===== src/rtl/uart_tx_arbiter.sv =====
// rtl/uart_tx_arbiter.sv - round-robin packet arbiter sharing one UART TX FIFO write port
module uart_tx_arbiter #(
  parameter int                    NumRequesters = 4,
  parameter int                    DataLength    = 8,
  parameter bit                    HeaderEnable  = 1'b1,
  parameter logic [DataLength-1:0] HeaderBase    = 8'hA0,
  parameter int                    IdleTimeout   = 64
) (
  input  logic                               i_clk,
  input  logic                               i_rst,
  input  logic [NumRequesters-1:0]           i_req_valid,
  input  logic [NumRequesters*DataLength-1:0] i_req_data,
  input  logic [NumRequesters-1:0]           i_req_last,
  output logic [NumRequesters-1:0]           o_req_ready,
  input  logic                               i_tx_fifo_full,
  output logic                               o_tx_fifo_write_en,
  output logic [DataLength-1:0]              o_tx_fifo_data,
  output logic [NumRequesters-1:0]           o_grant,
  output logic                               o_busy,
  output logic                               o_abort
);

  localparam int IW = $clog2(NumRequesters);
  // Watchdog counter only needs to reach IdleTimeout; keep one bit when disabled.
  localparam int CW = (IdleTimeout > 0) ? $clog2(IdleTimeout + 1) : 1;
  localparam logic [IW:0]   NR       = (IW + 1)'(NumRequesters);
  localparam logic [IW-1:0] LAST_IDX = IW'(NumRequesters - 1);
  localparam logic [CW-1:0] TMO      = CW'(IdleTimeout);

  typedef enum logic [1:0] {
    IDLE   = 2'd0,
    HEADER = 2'd1,
    DATA   = 2'd2
  } state_t;

  state_t                    state, state_nx;
  logic [IW-1:0]             g, g_nx;
  logic [IW-1:0]             ptr, ptr_nx;
  logic [NumRequesters-1:0]  grant, grant_nx;
  logic [CW-1:0]             cnt, cnt_nx;
  logic                      abort, abort_nx;

  logic                      found;
  logic [IW-1:0]             winner;
  logic [IW:0]               idx_w;

  logic                      sel_valid;
  logic                      sel_last;
  logic [DataLength-1:0]     sel_data;
  logic                      hdr_wr;
  logic                      dat_wr;
  logic                      starve;

  // Granted source's stream, selected by the registered grant index.
  assign sel_valid = i_req_valid[g];
  assign sel_last  = i_req_last[g];
  assign sel_data  = i_req_data[g*DataLength +: DataLength];

  // A full FIFO freezes both the write and the watchdog.
  assign hdr_wr = (state == HEADER) && !i_tx_fifo_full;
  assign dat_wr = (state == DATA) && sel_valid && !i_tx_fifo_full;
  assign starve = (state == DATA) && !sel_valid && !i_tx_fifo_full;

  assign o_grant = grant;
  assign o_busy  = (state != IDLE);
  assign o_abort = abort;

  // State and arbitration registers; reset returns to an idle, ungranted arbiter.
  always_ff @(posedge i_clk or posedge i_rst) begin
    if (i_rst) begin
      state <= IDLE;
      g     <= '0;
      ptr   <= '0;
      grant <= '0;
      cnt   <= '0;
      abort <= 1'b0;
    end else begin
      state <= state_nx;
      g     <= g_nx;
      ptr   <= ptr_nx;
      grant <= grant_nx;
      cnt   <= cnt_nx;
      abort <= abort_nx;
    end
  end

  // Next state: round-robin pick in IDLE, packet tracking and watchdog in HEADER/DATA.
  always_comb begin
    state_nx = state;
    g_nx     = g;
    ptr_nx   = ptr;
    grant_nx = grant;
    cnt_nx   = cnt;
    abort_nx = 1'b0;
    found    = 1'b0;
    winner   = '0;
    idx_w    = '0;

    for (int i = 0; i < NumRequesters; i++) begin
      idx_w = {1'b0, ptr} + (IW + 1)'(i);
      if (idx_w >= NR) begin
        idx_w = idx_w - NR;
      end
      if (!found && i_req_valid[idx_w[IW-1:0]]) begin
        found  = 1'b1;
        winner = idx_w[IW-1:0];
      end
    end

    case (state)
      IDLE: begin
        if (found) begin
          g_nx     = winner;
          grant_nx = NumRequesters'(1) << winner;
          ptr_nx   = (winner == LAST_IDX) ? '0 : winner + 1'b1;
          cnt_nx   = '0;
          state_nx = HeaderEnable ? HEADER : DATA;
        end
      end
      HEADER: begin
        if (hdr_wr) begin
          cnt_nx   = '0;
          state_nx = DATA;
        end
      end
      DATA: begin
        if (dat_wr) begin
          cnt_nx = '0;
          if (sel_last) begin
            state_nx = IDLE;
            grant_nx = '0;
          end
        end else if ((IdleTimeout > 0) && starve) begin
          if (cnt != TMO) begin
            cnt_nx = cnt + CW'(1);
          end
          if (cnt_nx == TMO) begin
            abort_nx = 1'b1;
            state_nx = IDLE;
            grant_nx = '0;
          end
        end
      end
      default: begin
        state_nx = IDLE;
        grant_nx = '0;
      end
    endcase
  end

  // Outputs: header byte in HEADER, zero-latency pass-through of the granted source in DATA.
  always_comb begin
    o_req_ready        = '0;
    o_tx_fifo_write_en = 1'b0;
    o_tx_fifo_data     = '0;
    case (state)
      HEADER: begin
        o_tx_fifo_write_en = !i_tx_fifo_full;
        o_tx_fifo_data     = HeaderBase | DataLength'(g);
      end
      DATA: begin
        o_req_ready[g]     = !i_tx_fifo_full;
        o_tx_fifo_write_en = sel_valid && !i_tx_fifo_full;
        o_tx_fifo_data     = sel_data;
      end
      default: begin
        o_req_ready        = '0;
      end
    endcase
  end

endmodule

===== config.mk =====
export PLATFORM = sky130hd
export DESIGN_NAME = uart_tx_arbiter
export DESIGN_NICKNAME = d
export VERILOG_FILES = /design/src/rtl/uart_tx_arbiter.sv
export SDC_FILE = /design/constraint.sdc
export NUM_CORES = 1
export LEC_CHECK = 0
export ABC_CLOCK_PERIOD_IN_PS = 2170
export CAP_MARGIN = 5
export CORE_ASPECT_RATIO = 1.2
export CORE_MARGIN = 4
export CORE_UTILIZATION = 40
export CTS_CLUSTER_SIZE = 12
export DETAILED_ROUTE_END_ITERATION = 16
export PLACE_DENSITY_LB_ADDON = 0.25
export SLEW_MARGIN = 20
export SYNTH_ARGS = -nofsm -noshare
export SYNTH_HDL_FRONTEND = slang
export SYNTH_SLANG_ARGS = --single-unit

===== constraint.sdc =====
create_clock -name i_clk -period 2.17 [get_ports i_clk]
set_clock_uncertainty 0.2 [all_clocks]
set_input_delay 0.434 -clock i_clk [delete_from_list [all_inputs] [get_ports i_clk]]
set_output_delay 0.434 -clock i_clk [all_outputs]
set_load 0.03 [all_outputs]

# Yosys cells after proc, flatten, opt, wreduce, memory -nomap -nowiden
# Index checks and enable logic that the tools add are counted.
[op_classes]
n_eq_ne = 10
n_shift = 2
n_mux = 56
reduce_logical = 22
n_addsub = 9
bitwise = 2
magnitude_cmp = 10
[op_table]
columns = ["op", "count"]
rows = [
  ["$mux 7", 8],
  ["$shiftx 32x6->8", 1],
  ["$mux 2", 15],
  ["$mux 4", 6],
  ["$pmux 7 s3", 1],
  ["$pmux 8 s2", 1],
  ["$lt 2x3->1 const B", 5],
  ["$mux 1", 15],
  ["$bmux 1 s2", 6],
  ["$pmux 4 s3", 1],
  ["$logic_and 1x1->1", 10],
  ["$reduce_and 5->1", 2],
  ["$ge 3x3->1 const B", 3],
  ["$sub 2x1->2 const B", 4],
  ["$add 7x1->7 const B", 1],
  ["$eq 7x7->1 const B", 1],
  ["$ne 7x7->1 const B", 1],
  ["$add 2x2->3 const B", 2],
  ["$ne 3x3->1 const B", 2],
  ["$pmux 2 s3", 1],
  ["$logic_not 1->1", 5],
  ["$and 4x4->4", 1],
  ["$eq 2x2->1 const B", 2],
  ["$ne 2x2->1 const B", 2],
  ["other kinds (15)", 15],
]
[word_totals]
regBits = 18
output_inout_bits = 19
wordCells = 117
in_bits = 43

# Logic depth before layout (Yosys ltp)
[logic_depth]
depth_word = 17
ltp_mapped = 9
mapped_depth_nobuf = 9

# Worst setup path before layout
# No wires, ideal clock.
[synth_path]
path_type = "flip-flop to output port"
start = "register state[0]"
end = "output port o_tx_fifo_write_en"
path_buffers = 1
stages_incl_launch_ff = 6
path_slack_ps = -223
arrival_time_ps = 1759
t_required_ps = 1536
cell_sequence = "dfrtp_1 > inv_1 > ha_1 > clkbuf_1 > a21oi_1 > nor3b_1"
[synth_via]
elab_chain_cells = 2
elab_cells_between_ends = 3
classes_between = "eq/ne: 2; mux: 1"
[synth_rtl]
columns = ["item", "line", "source"]
rows = [
  ["start: declaration", "36", "state_t state, state_nx;"],
  ["start signal: assignment", "78", "state <= state_nx;"],
  ["$eq 2x2->1 / $eq 2x1->1 (equally long branches)", "156", "case (state)"],
  ["$pmux 1 s2 *", "156", ""],
  ["end: declaration", "16", "output logic o_tx_fifo_write_en,"],
]
# Every way passes the cells marked *; elsewhere a longest branch is shown, timed or not.

# Worst setup path after layout
[layout_path]
start = "register g[0]"
end = "output port o_tx_fifo_data[6]"
[layout_via]
elab_chain_cells = 2
[layout_rtl]
columns = ["item", "line", "source"]
rows = [
  ["start: declaration", "37", "logic [IW-1:0] g, g_nx;"],
  ["start signal: assignment", "79", "g <= g_nx;"],
  ["$shiftx 32x6->8", "57", "assign sel_data = i_req_data[g*DataLength +: DataLength];"],
  ["$pmux 8 s2", "156", ""],
  ["end: declaration", "17", "output logic [DataLength-1:0] o_tx_fifo_data,"],
]
# No other way between the ends.

==> results.cfg <==
[yosys]
syn_area_per_cell_um2 = 8.88
ys_types = 47
yosysWarningCount = 0
syn_area_um2 = 1630
syn_inst = 183
yosys-top-cells-area = dfrtp_1, mux4_2, ha_1, nand2_1, mux2i_1
synth-edff-count = 0
syn-num-nets = 236
async_reset_ff_frac = 1.00
yosysSeqAreaShare = 0.277
yosys.area.top_type = dfrtp_1
ys_ff_latch = 18
synthFlopType = dfrtp_1
yosys.area.top_type_share = 0.277

[sta]
min_period_ns = 2.40
slew_headroom = 0.787
fin_tns_setup_ns = -2.95
finalWorstSetupSlack_ns = -0.229
slew_viol_final = 0
hold_violations = 0
rsz0062_at_grt = true
tightest_slew_ns = 0.318
fin_crit_sh = 1.11
setup_viol = 17
fmax_mhz = 417

[grt]
grt_pass1_vias = 1957
grt_overflow_total = 0
grt_pass1_wl_um = 8530
grt_start_max_net_pins = 19
antenna_found_initial = 0
grt.total_usage = 0.210

[setup_path]
critPathRequiredTime_ns = 1.54
worst_setup_path_start_kind = flop
cp-end-kind = output port
worstPathArrival_ns = 1.76
crit_fanout = 3
worstSetupPathType = reg -> out

[floorplan]
coreArea_um2 = 3940
rows = 25
chipHeight_um = 77.8
die_w_um = 66.2
dieArea_um2 = 5150
start_util = 0.412
io_pins = 62

[detailed_routing]
finalWirelength_um = 5640
final_antenna_net_count = 0
drt_iter0_markers = 70
firstDrtPassIters = 4
vias = 1898
via_per_inst = 5.21
drc_errors = 0
post_drt_wl_per_cell_um = 15.5

[cts]
cts_buffers = 3
cts_tree = yes
holdBufCountCts = 0
path_clk_slew_ns = 0.07
clk_path_buf_depth = 2
root_buffer = clkbuf_8
cts.sinks = 18
htree_num_levels = 1
clk_latency_ns = 0.26

[placed_design]
io_buffers = 61
gp_congestion = 0.857
dp.cells = 336
dpl.hpwl_um = 3870
dpl_cell_area_um2 = 2610

[layout]
fillers = 262
nets = 363
layout-drive-gt1-share = 0.450
syn2layout_area_growth_pct = 88.3
fin_cells = 364
design_area_um2 = 3060

[status]
violations = setup timing
status = complete, but fails checks

[min_path]
hold_class = in -> async

[power]
leakagePower_nw = 1.41
irDropWorstVdd_uv = 767
powerDensity_nw_per_um2 = 1120

[flow_run]
cap_violations = 0
cell usage in the layout (no fill, tap or decap), types with 2 or more instances in the layout:
cell type / Yosys / final
buf_4: 0 / 72
clkdlybuf4s50_1: 0 / 40
nand2_1: 26 / 23
dfrtp_1: 18 / 17
buf_6: 2 / 13
inv_1: 16 / 12
mux4_2: 10 / 10
nor2_1: 10 / 9
o21ai_1: 10 / 9
nor2b_1: 7 / 7
dlymetal6s2s_1: 0 / 7
mux2i_1: 7 / 6
a21oi_1: 8 / 5
nor3_1: 6 / 5
ha_1: 10 / 5
inv_2: 0 / 4
nor3b_2: 0 / 4
and3_4: 0 / 4
clkbuf_8: 0 / 4
nand3_1: 3 / 3
o21ai_0: 3 / 3
a21oi_2: 0 / 3
ha_4: 0 / 3
o21ai_2: 1 / 2
or2_1: 2 / 2
nand2_2: 0 / 2
a22oi_2: 0 / 2
ha_2: 0 / 2
state kept, by name, summed over array words and instances (netlist names):
register  cells
o_grant       4
g             2
state         2
o_abort       1
ptr           2
cnt           7
per-stage QoR:
stage                     hold slack, ns  setup slack [ns]  utilization  power, W
after global placement             0.307            -0.539        0.662   0.00253
after CTS                          0.296            -0.250        0.725   0.00312
after global routing               0.314            -0.286        0.776   0.00365
final                              0.287            -0.229        0.777   0.00343
after detailed placement           0.313            -0.581        0.662   0.00257
after floorplan                    0.173          -0.00593            -   0.00172
area by class of cell:
class / instances / area, um^2 / share of cell area
antenna: 1 / 2.50 / 0.000818
clock buffer: 4 / 55.1 / 0.0180
inverter: 16 / 60.1 / 0.0196
multi-input combinational: 139 / 1250 / 0.408
sequential: 18 / 452 / 0.148
tap: 54 / 67.6 / 0.0221
timing repair buffer: 132 / 1170 / 0.384
report_power, final:
part,internal (W),switching (W)
Sequential,0.000441,0.0000917
Clock,0.000161,0.000123
Combinational,0.00138,0.00123
Total,0.00198,0.00145
layer usage:
layer / track usage / part of all wire / up-vias
li1: - / - / 903
met1: 0.227 / 0.37 / 933
met2: 0.382 / 0.57 / 47
met3: 0.0217 / 0.025 / 15
met4: 0.118 / 0.030 / 0
met5: 0 / 0 / -
Yosys cell counts (2+ instances only):
cell type / n
a21oi_1: 8
a22oi_1: 2
and3_1: 4
buf_2: 2
buf_6: 2
clkbuf_1: 6
dfrtp_1: 18
ha_1: 10
inv_1: 16
mux2i_1: 7
mux4_2: 10
nand2_1: 26
nand3_1: 3
nor2_1: 10
nor2b_1: 7
nor3_1: 6
nor3b_1: 4
o21ai_0: 3
o21ai_1: 10
or2_1: 2
worst max-delay path, stage by stage (launching register included):
cell	delay, ns
dfrtp_1	0.39
buf_4	0.13
buf_6	0.10
buf_6	0.10
mux4_2	0.50
and3_4	0.17
buf_6	0.13
what timing repair did:
| action | CTS | global route |
|---|---|---|
| pin swaps | 10 | 12 |
| setup buffers | 12 | 11 |
| hold endpoints to repair | 0 | 0 |
| endpoints found under the setup margin | 22 | 25 |
| resized for setup | 59 | 28 |
cells by family after synthesis:
group,synth area share
fa+ha+maj,0.0770
buf+inv,0.0708
simple gates,0.240
xor+xnor,0.0108
compound gates,0.142
mux,0.182
flops,0.277
final timing paths:
kind,startpoint,to,slack (ns),cells after the start
min in group i_clk,o_grant[1],o_grant[1],0.32,2
setup reg to reg,cnt[1],state[1],-0.22,9
setup / recovery,g[0],o_tx_fifo_data[6],-0.23,6
max in group asynchronous,i_rst,cnt[0],1.26,3
hold reg to reg,o_grant[1],o_grant[1],0.32,2
hold / removal,i_rst,cnt[2],0.29,3
(Power assumes the default switching activity.)
